[src/rtl/stride_demux_1x2_if.sv]
// Stream-side bundle for stride_demux_1x2: serial sample input, paired lane output.
// The master side sources samples and sinks pairs. The slave side is the demux.
interface stride_demux_1x2_if #(
   parameter int DATA_W = 32,
   parameter int STRIDE = 8
);
   localparam int IDX_W = $clog2(STRIDE);

   logic              in_valid;
   logic              in_sof;
   logic [DATA_W-1:0] in_data;
   logic              out_valid;
   logic [DATA_W-1:0] out_a;
   logic [DATA_W-1:0] out_b;
   logic [IDX_W-1:0]  out_idx;
   logic              out_sof;
   logic              sof_err;

   modport master (
      output in_valid, in_sof, in_data,
      input  out_valid, out_a, out_b, out_idx, out_sof, sof_err
   );

   modport slave (
      input  in_valid, in_sof, in_data,
      output out_valid, out_a, out_b, out_idx, out_sof, sof_err
   );
endinterface

[src/rtl/stride_demux_1x2.sv]
// Splits a serial stream of 2*STRIDE-sample frames into (x[k], x[k+STRIDE]) lane pairs.
// The first half of each frame is buffered. Each second-half sample releases one pair.
module stride_demux_1x2 #(
   parameter int DATA_W = 32,
   parameter int STRIDE = 8
) (
   input  logic                  clk,
   input  logic                  rst_n,
   stride_demux_1x2_if.slave     bus
);
   localparam int IDX_W = $clog2(STRIDE);
   localparam int CNT_W = IDX_W + 1;

   logic [CNT_W-1:0]  cnt;
   logic [CNT_W-1:0]  e;
   logic [IDX_W-1:0]  k;
   logic              second;
   logic [DATA_W-1:0] buffer [STRIDE];

   // A qualified in_sof forces index 0 and realigns the frame.
   always_comb begin
      e = cnt;
      if (bus.in_valid && bus.in_sof) e = '0;
   end

   assign k      = e[IDX_W-1:0];
   assign second = e[IDX_W];

   // No reset on the buffer. Each slot is written before it is read within a frame.
   always_ff @(posedge clk) begin
      if (bus.in_valid && !second) buffer[k] <= bus.in_data;
   end

   always_ff @(posedge clk or negedge rst_n) begin
      if (!rst_n) begin
         cnt           <= '0;
         bus.out_valid <= 1'b0;
         bus.out_a     <= '0;
         bus.out_b     <= '0;
         bus.out_idx   <= '0;
         bus.out_sof   <= 1'b0;
         bus.sof_err   <= 1'b0;
      end else begin
         bus.out_valid <= 1'b0;
         bus.out_sof   <= 1'b0;
         bus.sof_err   <= bus.in_valid && bus.in_sof && (cnt != '0);
         if (bus.in_valid) begin
            cnt <= e + 1'b1;
            if (second) begin
               bus.out_valid <= 1'b1;
               bus.out_a     <= buffer[k];
               bus.out_b     <= bus.in_data;
               bus.out_idx   <= k;
               bus.out_sof   <= (k == '0);
            end
         end
      end
   end
endmodule

[src/flat_wrapper.sv]
// flat-port wrapper written by rule: the top's interface ports become plain ports
module stride_demux_1x2_flat 
#(
   parameter int DATA_W = 32,
   parameter int STRIDE = 8
)
  (clk, rst_n, bus_in_valid, bus_in_sof, bus_in_data, bus_out_valid, bus_out_a, bus_out_b, bus_out_idx, bus_out_sof, bus_sof_err);
  stride_demux_1x2_if #(.DATA_W(DATA_W), .STRIDE(STRIDE)) bus_i ();
  input  logic clk;
  input  logic rst_n;
  input wire logic [$bits(bus_i.in_valid)-1:0] bus_in_valid;
  input wire logic [$bits(bus_i.in_sof)-1:0] bus_in_sof;
  input wire logic [$bits(bus_i.in_data)-1:0] bus_in_data;
  output wire logic [$bits(bus_i.out_valid)-1:0] bus_out_valid;
  output wire logic [$bits(bus_i.out_a)-1:0] bus_out_a;
  output wire logic [$bits(bus_i.out_b)-1:0] bus_out_b;
  output wire logic [$bits(bus_i.out_idx)-1:0] bus_out_idx;
  output wire logic [$bits(bus_i.out_sof)-1:0] bus_out_sof;
  output wire logic [$bits(bus_i.sof_err)-1:0] bus_sof_err;
  assign bus_i.in_valid = bus_in_valid;
  assign bus_i.in_sof = bus_in_sof;
  assign bus_i.in_data = bus_in_data;
  assign bus_out_valid = bus_i.out_valid;
  assign bus_out_a = bus_i.out_a;
  assign bus_out_b = bus_i.out_b;
  assign bus_out_idx = bus_i.out_idx;
  assign bus_out_sof = bus_i.out_sof;
  assign bus_sof_err = bus_i.sof_err;
  stride_demux_1x2 #(.DATA_W(DATA_W), .STRIDE(STRIDE)) u_core (.clk(clk), .rst_n(rst_n), .bus(bus_i));
endmodule
[config.mk]
export PLATFORM = sky130hd
export DESIGN_NAME = stride_demux_1x2_flat
export DESIGN_NICKNAME = d
export VERILOG_FILES = /design/src/rtl/stride_demux_1x2_if.sv /design/src/rtl/stride_demux_1x2.sv /design/src/flat_wrapper.sv
export SDC_FILE = /design/constraint.sdc
export NUM_CORES = 1
export LEC_CHECK = 0
export CORE_MARGIN = 5
export CORE_UTILIZATION = 40
export CTS_BUF_LIST = sky130_fd_sc_hd__clkbuf_8
export CTS_CLUSTER_DIAMETER = 80
export DETAILED_ROUTE_END_ITERATION = 10
export HOLD_SLACK_MARGIN = 0.05
export PLACE_DENSITY_LB_ADDON = 0.08
export SYNTH_ARGS = -nofsm -noshare
export SYNTH_HDL_FRONTEND = slang
export SYNTH_SLANG_ARGS = --single-unit
[constraint.sdc]
create_clock -name clk -period 4.2 [get_ports clk]
set_input_delay 0.63 -clock clk [delete_from_list [all_inputs] [get_ports clk]]
set_output_delay 0.63 -clock clk [all_outputs]
set_load 0.1 [all_outputs]
==> results of run 1 <==
==> registers in the layout, indices dropped and copies added, names as in the netlist <==
signal / count
u_core.bus.out_a: 32
u_core.cnt: 4
u_core.bus.out_valid: 1
u_core.bus.out_sof: 1
u_core.bus.out_idx: 3
u_core.bus.sof_err: 1
u_core.bus.out_b: 32
u_core.buffer: 256
==> power breakdown <==
part           leakage [nW]  total (mW)  internal (mW)  switching (mW)
logic                  1.63        4.70           1.10            3.60
registers              3.22        4.50           4.13           0.373
clock network         0.561        2.51           1.29            1.22
==> cells by family (layout without fill, tap and decap cells) <==
group | count (synthesis) | count (layout) | synth area share (%)
muxes | 97 | 97 | 8.237
adders and majority gates | 1 | 1 | 0.09959
and+or+nand+nor | 207 | 207 | 7.321
DFF | 330 | 330 | 75.94
buffers and inverters | 52 | 230 | 2.341
AOI/OAI and AO/OA | 107 | 107 | 6.066
==> final cells by class <==
class	instances	area, um2	share of cell area (%)
multi-input cells	412	2809	18.61
inverters	3	12.51	0.08291
flip-flops and latches	330	9544	63.25
well taps	396	495.5	3.283
repair buffers	128	1259	8.341
clock buffers	56	770.7	5.107
clock inverters	43	200.2	1.327
==> per-stage QoR <==
step	instance area [um2]	cells	power (mW)	setup slack, ns	utilization [%]
2_1_floorplan	12580	794	7.987	0.2996	-
3_3_place_gp	14120	1269	9.266	0.9468	45.80
3_5_place_dp	14120	1269	9.314	0.8591	45.80
4_1_cts	15090	1368	11.87	1.357	48.95
5_1_grt	15090	1368	12.25	1.311	48.95
6_report	15090	1368	11.71	1.401	48.95
==> worst paths after layout <==
check / from / to / slack, ns / cells after the start
max: u_core.bus.out_idx[1]$_DFFE_PN0P_ / bus_out_idx[1] / 1.40 / 1
min in group clk: u_core.bus.out_b[19]$_DFFE_PN0P_ / u_core.bus.out_b[19]$_DFFE_PN0P_ / 0.47 / 2
max in group asynchronous: rst_n / u_core.bus.out_idx[0]$_DFFE_PN0P_ / 3.19 / 2
max reg2reg: u_core.cnt[2]$_DFFE_PN0P_ / u_core.buffer[5][22]$_DFFE_PP_ / 1.50 / 3
min reg2reg: u_core.bus.out_b[19]$_DFFE_PN0P_ / u_core.bus.out_b[19]$_DFFE_PN0P_ / 0.47 / 2
min: rst_n / u_core.bus.out_a[9]$_DFFE_PN0P_ / 0.16 / 1
==> layout by cell type, fill, tap and decap left out, types with 8 or more instances in the layout <==
master / netlist / layout
nor3_1: 50 / 46
mux2i_1: 46 / 46
clkinv_2: 0 / 8
dfrtp_1: 74 / 72
edfxtp_1: 256 / 256
a31oi_1: 14 / 14
nor2_1: 38 / 37
a221oi_1: 49 / 49
mux2_2: 51 / 51
buf_4: 9 / 21
clkdlybuf4s50_1: 0 / 104
nand2_1: 102 / 101
clkinv_1: 0 / 17
a21oi_1: 35 / 35
clkbuf_8: 0 / 56
inv_1: 2 / 19
==> routing by layer <==
layer  vias to the layer above  GRT usage, %  part of all wire (%)
met2                       172         28.78                    48
met1                      3724         24.04                    45
met3                        48         3.658                   4.9
li1                       3310             -                     -
met5                         -             0                     0
met4                         0         4.579                   1.9
==> run summary, run 1 <==
Most common library cells after synthesis: edfxtp_1 (256), nand2_1 (102), dfrtp_1 (74)
First-pass DRT Iterations: 7
Post-DP HPWL: 17.02 mm
DR iter-0 viols: 465
GRT Total Usage: 17.54%
Clk sink count: 330
Synth area leader: edfxtp_1
Status: finished, final reports clean
Layout overhead on the synthesized area: 20.13%
CTS Buffer Depth: 3
Max Freq: 357.3 MHz
Ys async rst share: 22.42%
Setup CP Type: flip-flop to primary output
Normalized max-slew margin: 17.41%
Post_cts resized: 0
Vias per inst: 5.303
Cell area power density: 776.3 mW/mm2
Final hold violations: 0
Post-route ant nets: 0
Share of cells above drive strength 1: 16.56%
Synth Warn #: 0
Synth top area cells: edfxtp_1 (61%), dfrtp_1 (15%), mux2_2 (4.6%)
Root buffer cell: clkbuf_8
Die Wd: 187.2 um
DR vias: 7254
Die area: 0.03505 mm2
CP arrival: 2.17 ns
Main flop type after synthesis: edfxtp_1
Reg clk slew, reported paths: 0.06 ns
DR DRC count: 0
Grt total ovfl: 0
Cells after Synth: 794
Post-synth net total: 831
Max Slew Vio Count: 0
Starting Density: 40.75%
HP Class: input port to asynchronous set/reset pin
Post-cts hold buffer count: 0
Crit path buf inv count: 1
Max-cap violations: 0
Final Skew: 0.01301 ns
Number of CTS-inserted buffers: 53
I/O Buffers: 105
Number of synthesized flops with an enable pin: 256
Minimum clock period after layout: 2.799 ns
Worst slew pin tran: 1.239 ns
H-tree depth: 2
IO Count: 106
Antenna diode count: 0
Rows: 64
Final GP Congestion: 0.7179
Worst path top cell family by delay: buffers and inverters
Core area: 0.03083 mm2
Top cell type's share of synthesized area: 61.20%
Seq cells post-synth: 330
Critical Path Fanout Max: 2
Antenna violations before repair: 0
Crit path cell chain: clkdlybuf4s50_1
Avg WL per Cell: 22.48 um
Startpoint types: flip-flop
Routed WL: 30.75 mm
Skew-Pair Late Insertion Delay: 0.57 ns
Worst vdd rail ir drop: 0.0007836 V
CP max-delay cell: clkdlybuf4s50_1
Final setup viols: 0
Cell area after synthesis: 0.01256 mm2
Seq/Total Area, Yosys: 75.94%
Number of global-route vias before repair: 7872
RSZ-0062 raised after global routing: no
Hold WS: 0.1586 ns
Post-CTS Setup Inserts: 0
Crit path required time: 3.57 ns
Most frequent cell after synthesis: edfxtp_1
Fill count: 2626
Post-synth cell types: 35
CP Capture Type: primary output
Period Utilization, post-route: 66.64%
TritonCTS clock tree: built
Final setup TNS: 0 ns
CP peak stage delay: 1.17 ns
Final #Nets: 965
Pin count of the biggest net entering global routing: 56
Die Y: 187.2 um
Leakage power: 5.405 nW
Avg Inst Size Synth: 15.82 um2
First-pass GRT wire length: 48.06 mm
(Power assumes the default switching activity.)
==> run 2: changes to the inputs <==
Clock period 4.2 ns to 2.55 ns, I/O delays scaled along.
==> run 2 against run 1 <==
Compared with the run above: setup slack lost 0.93 ns; global-route usage shrank 0.075 points; count of clock-buffer cells in the layout grew 7; routed wire length is essentially flat; first-iteration DRC count shrank 15%; via count grew 0.77%; register-to-register slack lost 1.0 ns; non-clock buffer count grew 20; critical path type is now flip-flop to flip-flop; critical endpoint is now u_core.bus.out_a[29]$_DFFE_PN0P_.
==> run summary, run 2 (synthesized netlist as in run 1, its figures left out) <==
First-pass DRT Iterations: 5 (was 7)
Layout overhead on the synthesized area: 21.80% (was 20.13%)
Setup CP Type: flip-flop to flip-flop (was flip-flop to primary output)
Fill count: 2599 (was 2626)
Critical Path Fanout Max: 61 (was 2)
Clk sink count: 330 (unchanged)
Number of CTS-inserted buffers: 54 (was 53)
DR iter-0 viols: 397 (was 465)
GRT Total Usage: 17.46% (was 17.54%)
Number of global-route vias before repair: 7875 (was 7872)
Max reg flops: 256 (unchanged)
Die area: 0.03505 mm2 (unchanged)
IO Count: 106 (unchanged)
Final setup viols: 0 (unchanged)
Most common cell after layout, fill and taps aside: edfxtp_1 (unchanged)
CTS Buffer Depth: 3 (unchanged)
Reg with most FFs: u_core.buffer (unchanged)
Post-DP HPWL: 17.63 mm (was 17.02 mm)
Worst slew pin tran: 1.125 ns (was 1.239 ns)
Final #Nets: 986 (was 965)
Pin count of the biggest net entering global routing: 62 (was 56)
Leakage power: 5.669 nW (was 5.405 nW)
Internal power: 10.83 mW (was 6.517 mW)
DR vias: 7310 (was 7254)
Final GP Congestion: 0.7536 (was 0.7179)
Post-route ant nets: 0 (unchanged)
CP arrival: 2.50 ns (was 2.17 ns)
Minimum clock period after layout: 2.074 ns
Worst vdd rail ir drop: 0.0008766 V (was 0.0007836 V)
TritonCTS clock tree: built (unchanged)
Fin util: 49.63% (was 48.95%)
Total power: 19.45 mW (was 11.71 mW)
Max Slew Vio Count: 0 (unchanged)
WL met3: 1.462 mm (was 1.495 mm)
Final hold violations: 0 (unchanged)
Top Metal Used: met4 (unchanged)
Wire length on met1: 14.07 mm (was 13.84 mm)
H-tree depth: 2 (unchanged)
Avg WL per Cell: 22.11 um (was 22.48 um)
Status: finished, final reports clean (unchanged)
Share of cells above drive strength 1: 25.45% (was 16.56%)
Crit path launch: u_core.cnt[0]$_DFFE_PN0P_ (was u_core.bus.out_idx[1]$_DFFE_PN0P_)
Clk pwr share: 21.8% (was 21.4%)
Gate power share: 40.7% (was 40.1%)
Vias per inst: 5.259 (was 5.303)
I/O Buffers: 105 (unchanged)
Die Wd: 187.2 um (unchanged)
HP Class: input port to asynchronous set/reset pin (unchanged)
Skew-Pair Late Insertion Delay: 0.57 ns (about the same)
Startpoint types: flip-flop (unchanged)
Normalized max-slew margin: 24.84% (was 17.41%)
Reg2reg setup slack: 0.48 ns (was 1.50 ns)
Starting Density: 40.75% (unchanged)
Cell area power density: 1271 mW/mm2 (was 776.3 mW/mm2)
Grt total ovfl: 0 (unchanged)
First-pass GRT wire length: 47.98 mm (was 48.06 mm)
Rows: 64 (unchanged)
Antenna diode count: 0 (unchanged)
Max-cap violations: 0 (unchanged)
Final Skew: 0.01604 ns (was 0.01301 ns)
Die Y: 187.2 um (unchanged)
Commonest non-fill, non-tap cells in the layout: edfxtp_1 (256), nand2_1 (101), buf_4 (97), dfrtp_1 (72), clkbuf_8 (63) (was edfxtp_1 (256), clkdlybuf4s50_1 (104), nand2_1 (101), dfrtp_1 (72), clkbuf_8 (56))
Sw power: 8.615 mW (was 5.198 mW)
Max Freq: 482.2 MHz
Root buffer cell: clkbuf_8 (unchanged)
RSZ-0062 raised after global routing: no (unchanged)
Routed WL: 30.74 mm (was 30.75 mm)
Crit path required time: 2.97 ns (was 3.57 ns)
Sw Share: 44.30% (was 44.37%)
Post_cts resized: 0 (unchanged)
DR DRC count: 0 (unchanged)
Reg2Reg Launch Point: u_core.cnt[0]$_DFFE_PN0P_ (was u_core.cnt[2]$_DFFE_PN0P_)
Biggest regs: u_core.buffer (256), u_core.bus.out_a (32), u_core.bus.out_b (32) (unchanged)
Reg clk slew, reported paths: 0.06 ns (about the same)
Antenna violations before repair: 0 (unchanged)
Period Utilization, post-route: 81.32%
Sequential Power Share: 37.5% (was 38.4%)
Routed length on met2: 14.69 mm (was 14.84 mm)
Core area: 0.03083 mm2 (unchanged)
CP Capture Type: flip-flop (was primary output)
-- run 2: changes by cell type in the layout (fill, tap and decap cells not counted), sizes merged --
cell,before,now
clkinvlp,1,0
clkbuf,56,63
clkinv,25,20
bufinv,1,0
clkdlybuf4s50,104,34
buf,24,113
inv,19,21
dlygate4sd3,0,1
-- run 2: path summary, 6_finish.rpt --
kind | cells past startpoint | end
max in group asynchronous | 3 | u_core.bus.out_b[10]$_DFFE_PN0P_
min | 2 | u_core.bus.out_a[10]$_DFFE_PN0P_
min reg2reg | 2 | u_core.bus.out_b[16]$_DFFE_PN0P_
max | 4 | u_core.bus.out_a[29]$_DFFE_PN0P_
max reg2reg | 4 | u_core.bus.out_a[29]$_DFFE_PN0P_
min in group clk | 2 | u_core.bus.out_b[16]$_DFFE_PN0P_
-- run 2: cell type report --
class | count | area, um2 | share of cell area, %
Inverter | 3 | 12.51 | 0.08177
Multi-Input combinational cell | 412 | 2834 | 18.52
Sequential cell | 330 | 9544 | 62.38
Tap cell | 396 | 495.5 | 3.238
Clock buffer | 63 | 867.1 | 5.667
Clock inverter | 38 | 148.9 | 0.9731
Timing Repair Buffer | 148 | 1399 | 9.142
-- run 2: per-layer routing --
layer | GRT usage, % | up-vias
met2 | 28.72 | 182
met1 | 24.32 | 3740
li1 | - | 3351
met4 | 3.953 | 0
met5 | 0 | -
met3 | 3.359 | 37
-- run 2: critical path, cell delays in order (launching register included) --
cell and delay, ns:
dfrtp_4 0.60, buf_12 0.42, mux2_2 0.38, a221oi_1 0.40, a21oi_1 0.12
-- run 2: per-stage QoR --
| stage | instance area [um2] | setup slack, ns | TNS [ns] | hold slack [ns] | std cells |
|---|---|---|---|---|---|
| final | 15300 | 0.4763 | 0 | 0.4740 | 1390 |
| after global routing | 15300 | 0.3493 | 0 | 0.4991 | 1390 |
| after CTS | 15300 | 0.4684 | 0 | 0.4712 | 1390 |
| after detailed placement | 14270 | -0.03033 | -0.1228 | 0.4644 | 1288 |
| after global placement | 14270 | 0.01886 | 0 | 0.4586 | 1288 |
| after floorplan | 12640 | -0.6103 | -55.53 | 0.08691 | 794 |
-- run 2: what timing repair did --
| action | in CTS | in global routing |
|---|---|---|
| setup buffers | 0 | 0 |
| hold endpoints to repair | 51 | 0 |
| hold buffers | 1 | 0 |
-- run 2: power groups by stage --
stage / clock network (mW) / logic, mW / registers, mW
after global placement: 0 / 7.96 / 7.35
after global routing: 4.60 / 8.32 / 7.38
after detailed placement: 0 / 8.01 / 7.40
after floorplan: 0 / 1.99 / 11.2
final: 4.24 / 7.92 / 7.29
after CTS: 4.37 / 8.02 / 7.30
==> run 3: changes to the inputs <==
Clock period 2.55 ns to 1.75 ns, I/O delays scaled along.
==> run 3 against run 2 <==
Compared with the run above: die area unchanged; via count increased by 4.8%; the run now ends with negative setup slack left; design area increased by 14%; combinational power increased by 86%; count of clock-buffer cells in the layout increased by 5; utilization increased by 7.1 points; critical path depth increased by 2; sequential cell count unchanged; highest routed layer unchanged; final cell count increased by 4.5%; global-route usage about the same; sequential power increased by 52%; largest cell class unchanged; first-iteration DRC count increased by 22%.
==> run summary, run 3 (synthesized netlist as in run 1, its figures left out) <==
CP arrival: 2.10 ns (was 2.50 ns)
Skew-Pair Late Insertion Delay: 0.58 ns (was 0.57 ns)
Post-DP HPWL: 18.86 mm (was 17.63 mm)
Share of cells above drive strength 1: 34.72% (was 25.45%)
IO Count: 106 (unchanged)
Sw power: 13.45 mW (was 8.615 mW)
Number of global-route vias before repair: 8059 (was 7875)
Status: finished, violations left (was finished, final reports clean)
Period Utilization, post-route: 103.2% (was 81.32%)
CP max-delay cell: dfrtp_4 (unchanged)
Max-cap violations: 0 (unchanged)
Commonest non-fill, non-tap cells in the layout: edfxtp_1 (256), nand2_1 (101), buf_12 (99), dfrtp_1 (72), clkbuf_8 (68) (was edfxtp_1 (256), nand2_1 (101), buf_4 (97), dfrtp_1 (72), clkbuf_8 (63))
Antenna diode count: 0 (unchanged)
Final hold violations: 0 (unchanged)
Crit path cell chain: buf_12, nor2_4, o21ai_4, buf_6, nor2_4, clkbuf_16 (was buf_12, mux2_2, a221oi_1, a21oi_1)
Worst vdd rail ir drop: 0.001308 V (was 0.0008766 V)
Fill count: 2327 (was 2599)
RSZ-0062 raised after global routing: yes (was no)
H-tree depth: 2 (unchanged)
Critical Path Fanout Max: 6 (was 61)
DR vias: 7660 (was 7310)
Sw Share: 41.28% (was 44.30%)
Reg2Reg Depth: 6 (was 4)
Die Wd: 187.2 um (unchanged)
Die Y: 187.2 um (unchanged)
Final #Nets: 1050 (was 986)
Routed WL: 32.23 mm (was 30.74 mm)
First-pass DRT Iterations: 5 (unchanged)
CP peak stage delay: 0.54 ns (was 0.60 ns)
GRT Total Usage: 17.43% (was 17.46%)
Final WS setup: -0.05626 ns (was 0.4763 ns)
Clk sink count: 330 (unchanged)
Final setup TNS: -2.719 ns (was 0 ns)
Failing checks: negative setup slack
Internal power: 19.14 mW (was 10.83 mW)
Reg clk slew, reported paths: 0.06 ns (about the same)
I/O Buffers: 105 (unchanged)
HP Class: input port to asynchronous set/reset pin (unchanged)
Avg WL per Cell: 22.18 um (was 22.11 um)
First-pass GRT wire length: 47.87 mm (was 47.98 mm)
CTS Buffer Depth: 3 (unchanged)
Starting Density: 40.75% (unchanged)
Pin count of the biggest net entering global routing: 75 (was 62)
Setup CP Type: flip-flop to flip-flop (unchanged)
Fin area: 0.01750 mm2 (was 0.01530 mm2)
Max Slew Vio Count: 0 (unchanged)
Sequential Power Share: 34.0% (was 37.5%)
Normalized max-slew margin: 64.42% (was 24.84%)
Final Skew: 0.02147 ns (was 0.01604 ns)
Biggest regs: u_core.buffer (256), u_core.bus.out_a (32), u_core.bus.out_b (32) (unchanged)
Core area: 0.03083 mm2 (unchanged)
Startpoint types: flip-flop (unchanged)
Most common cell after layout, fill and taps aside: edfxtp_1 (unchanged)
Minimum clock period after layout: 1.806 ns (was 2.074 ns)
Final GP Congestion: 0.7907 (was 0.7536)
Antenna violations before repair: 0 (unchanged)
Max Freq: 553.6 MHz (was 482.2 MHz)
CP most frequent cell: nor2_4
Vias per inst: 5.272 (was 5.259)
Root buffer cell: clkbuf_8 (unchanged)
Number of CTS-inserted buffers: 53 (was 54)
DR iter-0 viols: 484 (was 397)
Crit path required time: 2.04 ns (was 2.97 ns)
Cell Area, Placed: 0.01555 mm2 (was 0.01427 mm2)
Reg with most FFs: u_core.buffer (unchanged)
Post-route ant nets: 0 (unchanged)
Gate power share: 45.2% (was 40.7%)
Clk pwr share: 20.7% (was 21.8%)
Max reg flops: 256 (unchanged)
Final setup viols: 121 (was 0)
Cell area power density: 1863 mW/mm2 (was 1271 mW/mm2)
Grt total ovfl: 0 (unchanged)
Layout overhead on the synthesized area: 39.31% (was 21.80%)
TritonCTS clock tree: built (unchanged)
Rows: 64 (unchanged)
Leakage power: 6.549 nW (was 5.669 nW)
CP Capture Type: flip-flop (unchanged)
DR DRC count: 0 (unchanged)
Die area: 0.03505 mm2 (unchanged)
Worst slew pin tran: 0.5324 ns (was 1.125 ns)
==> run 3: cell type report <==
class,count,area (um2),area share [%]
flip-flops and latches,330,9544,54.54
repair buffers,213,3184,18.20
multi-input cells,412,3139,17.94
clock buffers,68,935.9,5.348
well taps,396,495.5,2.831
clock inverters,31,188.9,1.080
inverters,3,12.51,0.07150
==> run 3: what timing repair did <==
action,in CTS,in global routing
endpoints found under the setup margin,91,177
endpoints found under the hold margin,74,0
setup buffers,7,13
pin swaps,2,23
gates resized for setup,11,56
hold buffers,1,0
gates cloned,1,11
==> run 3: layer usage <==
metal	share of wire (%)	GRT usage, %
met1	45	24.30
met4	1.7	4.778
met2	48	28.19
met3	5.3	3.415
met5	0	0
==> run 3: final timing paths <==
check | startpoint | endpoint | slack (ns)
max in group asynchronous | rst_n | u_core.cnt[0]$_DFFE_PN0P_ | 1.08
setup / recovery | u_core.cnt[0]$_DFFE_PN0P_ | u_core.buffer[0][28]$_DFFE_PP_ | -0.06
hold reg to reg | u_core.bus.out_b[6]$_DFFE_PN0P_ | u_core.bus.out_b[6]$_DFFE_PN0P_ | 0.53
hold / removal | rst_n | u_core.bus.out_b[4]$_DFFE_PN0P_ | 0.28
setup reg to reg | u_core.cnt[0]$_DFFE_PN0P_ | u_core.buffer[0][28]$_DFFE_PP_ | -0.06
min in group clk | bus_in_data[18] | u_core.bus.out_b[18]$_DFFE_PN0P_ | 0.43
==> run 3: through the flow <==
stage | hold WS, ns | std cells | util (%) | power (mW) | worst slack [ns]
6_report | 0.2758 | 1453 | 56.77 | 32.60 | -0.05626
5_1_grt | 0.2959 | 1453 | 56.77 | 33.87 | -0.09656
4_1_cts | 0.2593 | 1429 | 54.58 | 32.25 | -0.04170
3_5_place_dp | 0.3432 | 1321 | 50.43 | 25.30 | -0.4341
3_3_place_gp | 0.3373 | 1321 | 50.43 | 25.18 | -0.4086
2_1_floorplan | -0.03309 | 794 | - | 19.35 | -0.6143
==> run 3: critical path, delay by kind of cell, from the launching register on <==
| kind | cells | cell delay, ns |
|---|---|---|
| buffers and inverters | 3 | 0.55 |
| DFF | 1 | 0.54 |
| and+or+nand+nor | 2 | 0.33 |
| AOI/OAI and AO/OA | 1 | 0.10 |
==> run 3: power groups by stage <==
| stage | combinational, mW | sequential (mW) | clock (mW) |
|---|---|---|---|
| CTS | 14.2 | 11.1 | 6.93 |
| global route | 15.3 | 11.2 | 7.33 |
| finish | 14.7 | 11.1 | 6.76 |
| floorplan | 3.03 | 16.3 | 0 |
| detailed placement | 14.1 | 11.2 | 0 |
| global placement | 14.0 | 11.2 | 0 |
==> edit (flow settings as in run 1) <==
`DATA_W` is set to 32 in 3 places; all go to 24.
--- a/src/rtl/stride_demux_1x2_if.sv
+++ b/src/rtl/stride_demux_1x2_if.sv
@@ -1,7 +1,7 @@
 // Stream-side bundle for stride_demux_1x2: serial sample input, paired lane output.
 // The master side sources samples and sinks pairs. The slave side is the demux.
 interface stride_demux_1x2_if #(
-   parameter int DATA_W = 32,
+   parameter int DATA_W = 24,
    parameter int STRIDE = 8
 );
    localparam int IDX_W = $clog2(STRIDE);
--- a/src/rtl/stride_demux_1x2.sv
+++ b/src/rtl/stride_demux_1x2.sv
@@ -1,7 +1,7 @@
 // Splits a serial stream of 2*STRIDE-sample frames into (x[k], x[k+STRIDE]) lane pairs.
 // The first half of each frame is buffered. Each second-half sample releases one pair.
 module stride_demux_1x2 #(
-   parameter int DATA_W = 32,
+   parameter int DATA_W = 24,
    parameter int STRIDE = 8
 ) (
    input  logic                  clk,
--- a/src/flat_wrapper.sv
+++ b/src/flat_wrapper.sv
@@ -1,7 +1,7 @@
 // flat-port wrapper written by rule: the top's interface ports become plain ports
 module stride_demux_1x2_flat 
 #(
-   parameter int DATA_W = 32,
+   parameter int DATA_W = 24,
    parameter int STRIDE = 8
 )
   (clk, rst_n, bus_in_valid, bus_in_sof, bus_in_data, bus_out_valid, bus_out_a, bus_out_b, bus_out_idx, bus_out_sof, bus_sof_err);
Interface: changed (resized bus_in_data, bus_out_a and bus_out_b); port bits go from 106 to 82. The function was not compared with the original's and may differ.
==> edit against run 1 <==
Largest power group unchanged; total power down 26%; critical path depth up 4; clock skew down 0.0031 ns; register-to-register slack got worse by 0.05 ns; count of clock-buffer cells in the layout is 9 lower; wire length shrank 26%; critical path type is now reg -> reg; cell count shrank 21%; sequential cell count shrank 80; design area fell by 23%; worst setup slack improved by 0.045 ns; area after synthesis decreased by 23%.
==> edit: results (changes against run 1) <==
stage,metric,value,unit,change
synthesis,netlist_top_cells_area,"edfxtp_1 (60%), dfrtp_1 (15%), mux2_2 (4.3%)",,
synthesis,async_reset_ff_share,23.2,%,+0.78 points
clock_tree,cts_buffers,42,,-21%
power,power.density,746,nW/µm²,-3.9%
status,status,"complete, no violations",,
global_route,track_usage,16.9,%,-0.66 points
final_layout,fillers,2090,,-20%
final_layout,drive_above_1_share,19.7,%,+3.1 points
timing,fin_crit_sh,65.6,%,-1.1 points
detailed_routing,routed_wl,22600,µm,-26%
global_route,grt_pass1_wl,34800,µm,-28%
place,dp_slack,1.23,ns,+0.373 ns
worst_setup_path,worstPathArrival,2.98,ns,+0.81 ns
final_layout,reg_top3,"u_core.buffer x192, u_core.bus.out_a x24, u_core.bus.out_b x24",,
global_route,grt_max_degree,59,,+5.4%
global_route,grt_pass1_vias,5819,,-26%
worst_setup_path,worstPathMaxFanout,32,,+30
power,leakage,4.19,nW,-23%
worst_setup_path,max_stage_delay,0.77,ns,-0.40 ns
worst_setup_path,crit_start,u_core.cnt[0],,
place,dp_hpwl,12200,µm,-28%
worst_setup_path,slowest_stage,dfrtp_2,,
final_layout,final_cells,1087,,-21%
worst_setup_path,rr_worst_depth,5,,+2
final_layout,multi_input_comb_area,2240,µm²,-20%
place,place.gp.congestion,0.751,,+4.6%
synthesis,synthCells,626,,-21%
synthesis,synth_edf_count,192,,-25%
worst_setup_path,crit_end,u_core.buffer[2][21],,
synthesis,synth-seq-area-share,74.6,%,-1.3 points
synthesis,muxShareOfSynthArea,8.03,%,-0.20 points
global_route,grt_util_met1,23.5,%,-0.57 points
power,switchingPower,3.73,mW,-28%
power,irDropWorstVdd,0.000569,V,-27%
place,portBuffers,81,,-23%
timing,holdWs,0.235,ns,+0.0764 ns
power,pwr-share-seq,38.3,%,about the same
detailed_routing,met3WireLength,1130,µm,-25%
[edit: changes by cell type after synthesis, moves of 6 or more]
cell,run 1,this run
a221oi_1,49,11
nor3_2,0,17
nor3_1,50,21
dfrtp_1,74,58
nand2_1,102,80
mux2i_1,46,36
clkbuf_1,11,5
nor2_1,38,27
mux2_2,51,37
a21oi_1,35,41
edfxtp_1,256,192
a31oi_1,14,25
a22oi_1,0,11
[edit: critical path, delay by kind of cell (launching register included)]
| family | cells | cell delay (ns) |
|---|---|---|
| and+or+nand+nor | 2 | 0.17 |
| DFF | 1 | 0.77 |
| AOI/OAI and AO/OA | 1 | 0.65 |
| buffers and inverters | 2 | 0.85 |
[edit: cell type report]
cell class	instances	area share [%]
flip-flops and latches	250	62.1
multi-input cells	332	19.3
repair buffers	100	8.18
clock buffers	47	5.56
well taps	324	3.49
clock inverters	29	1.26
inverters	5	0.161
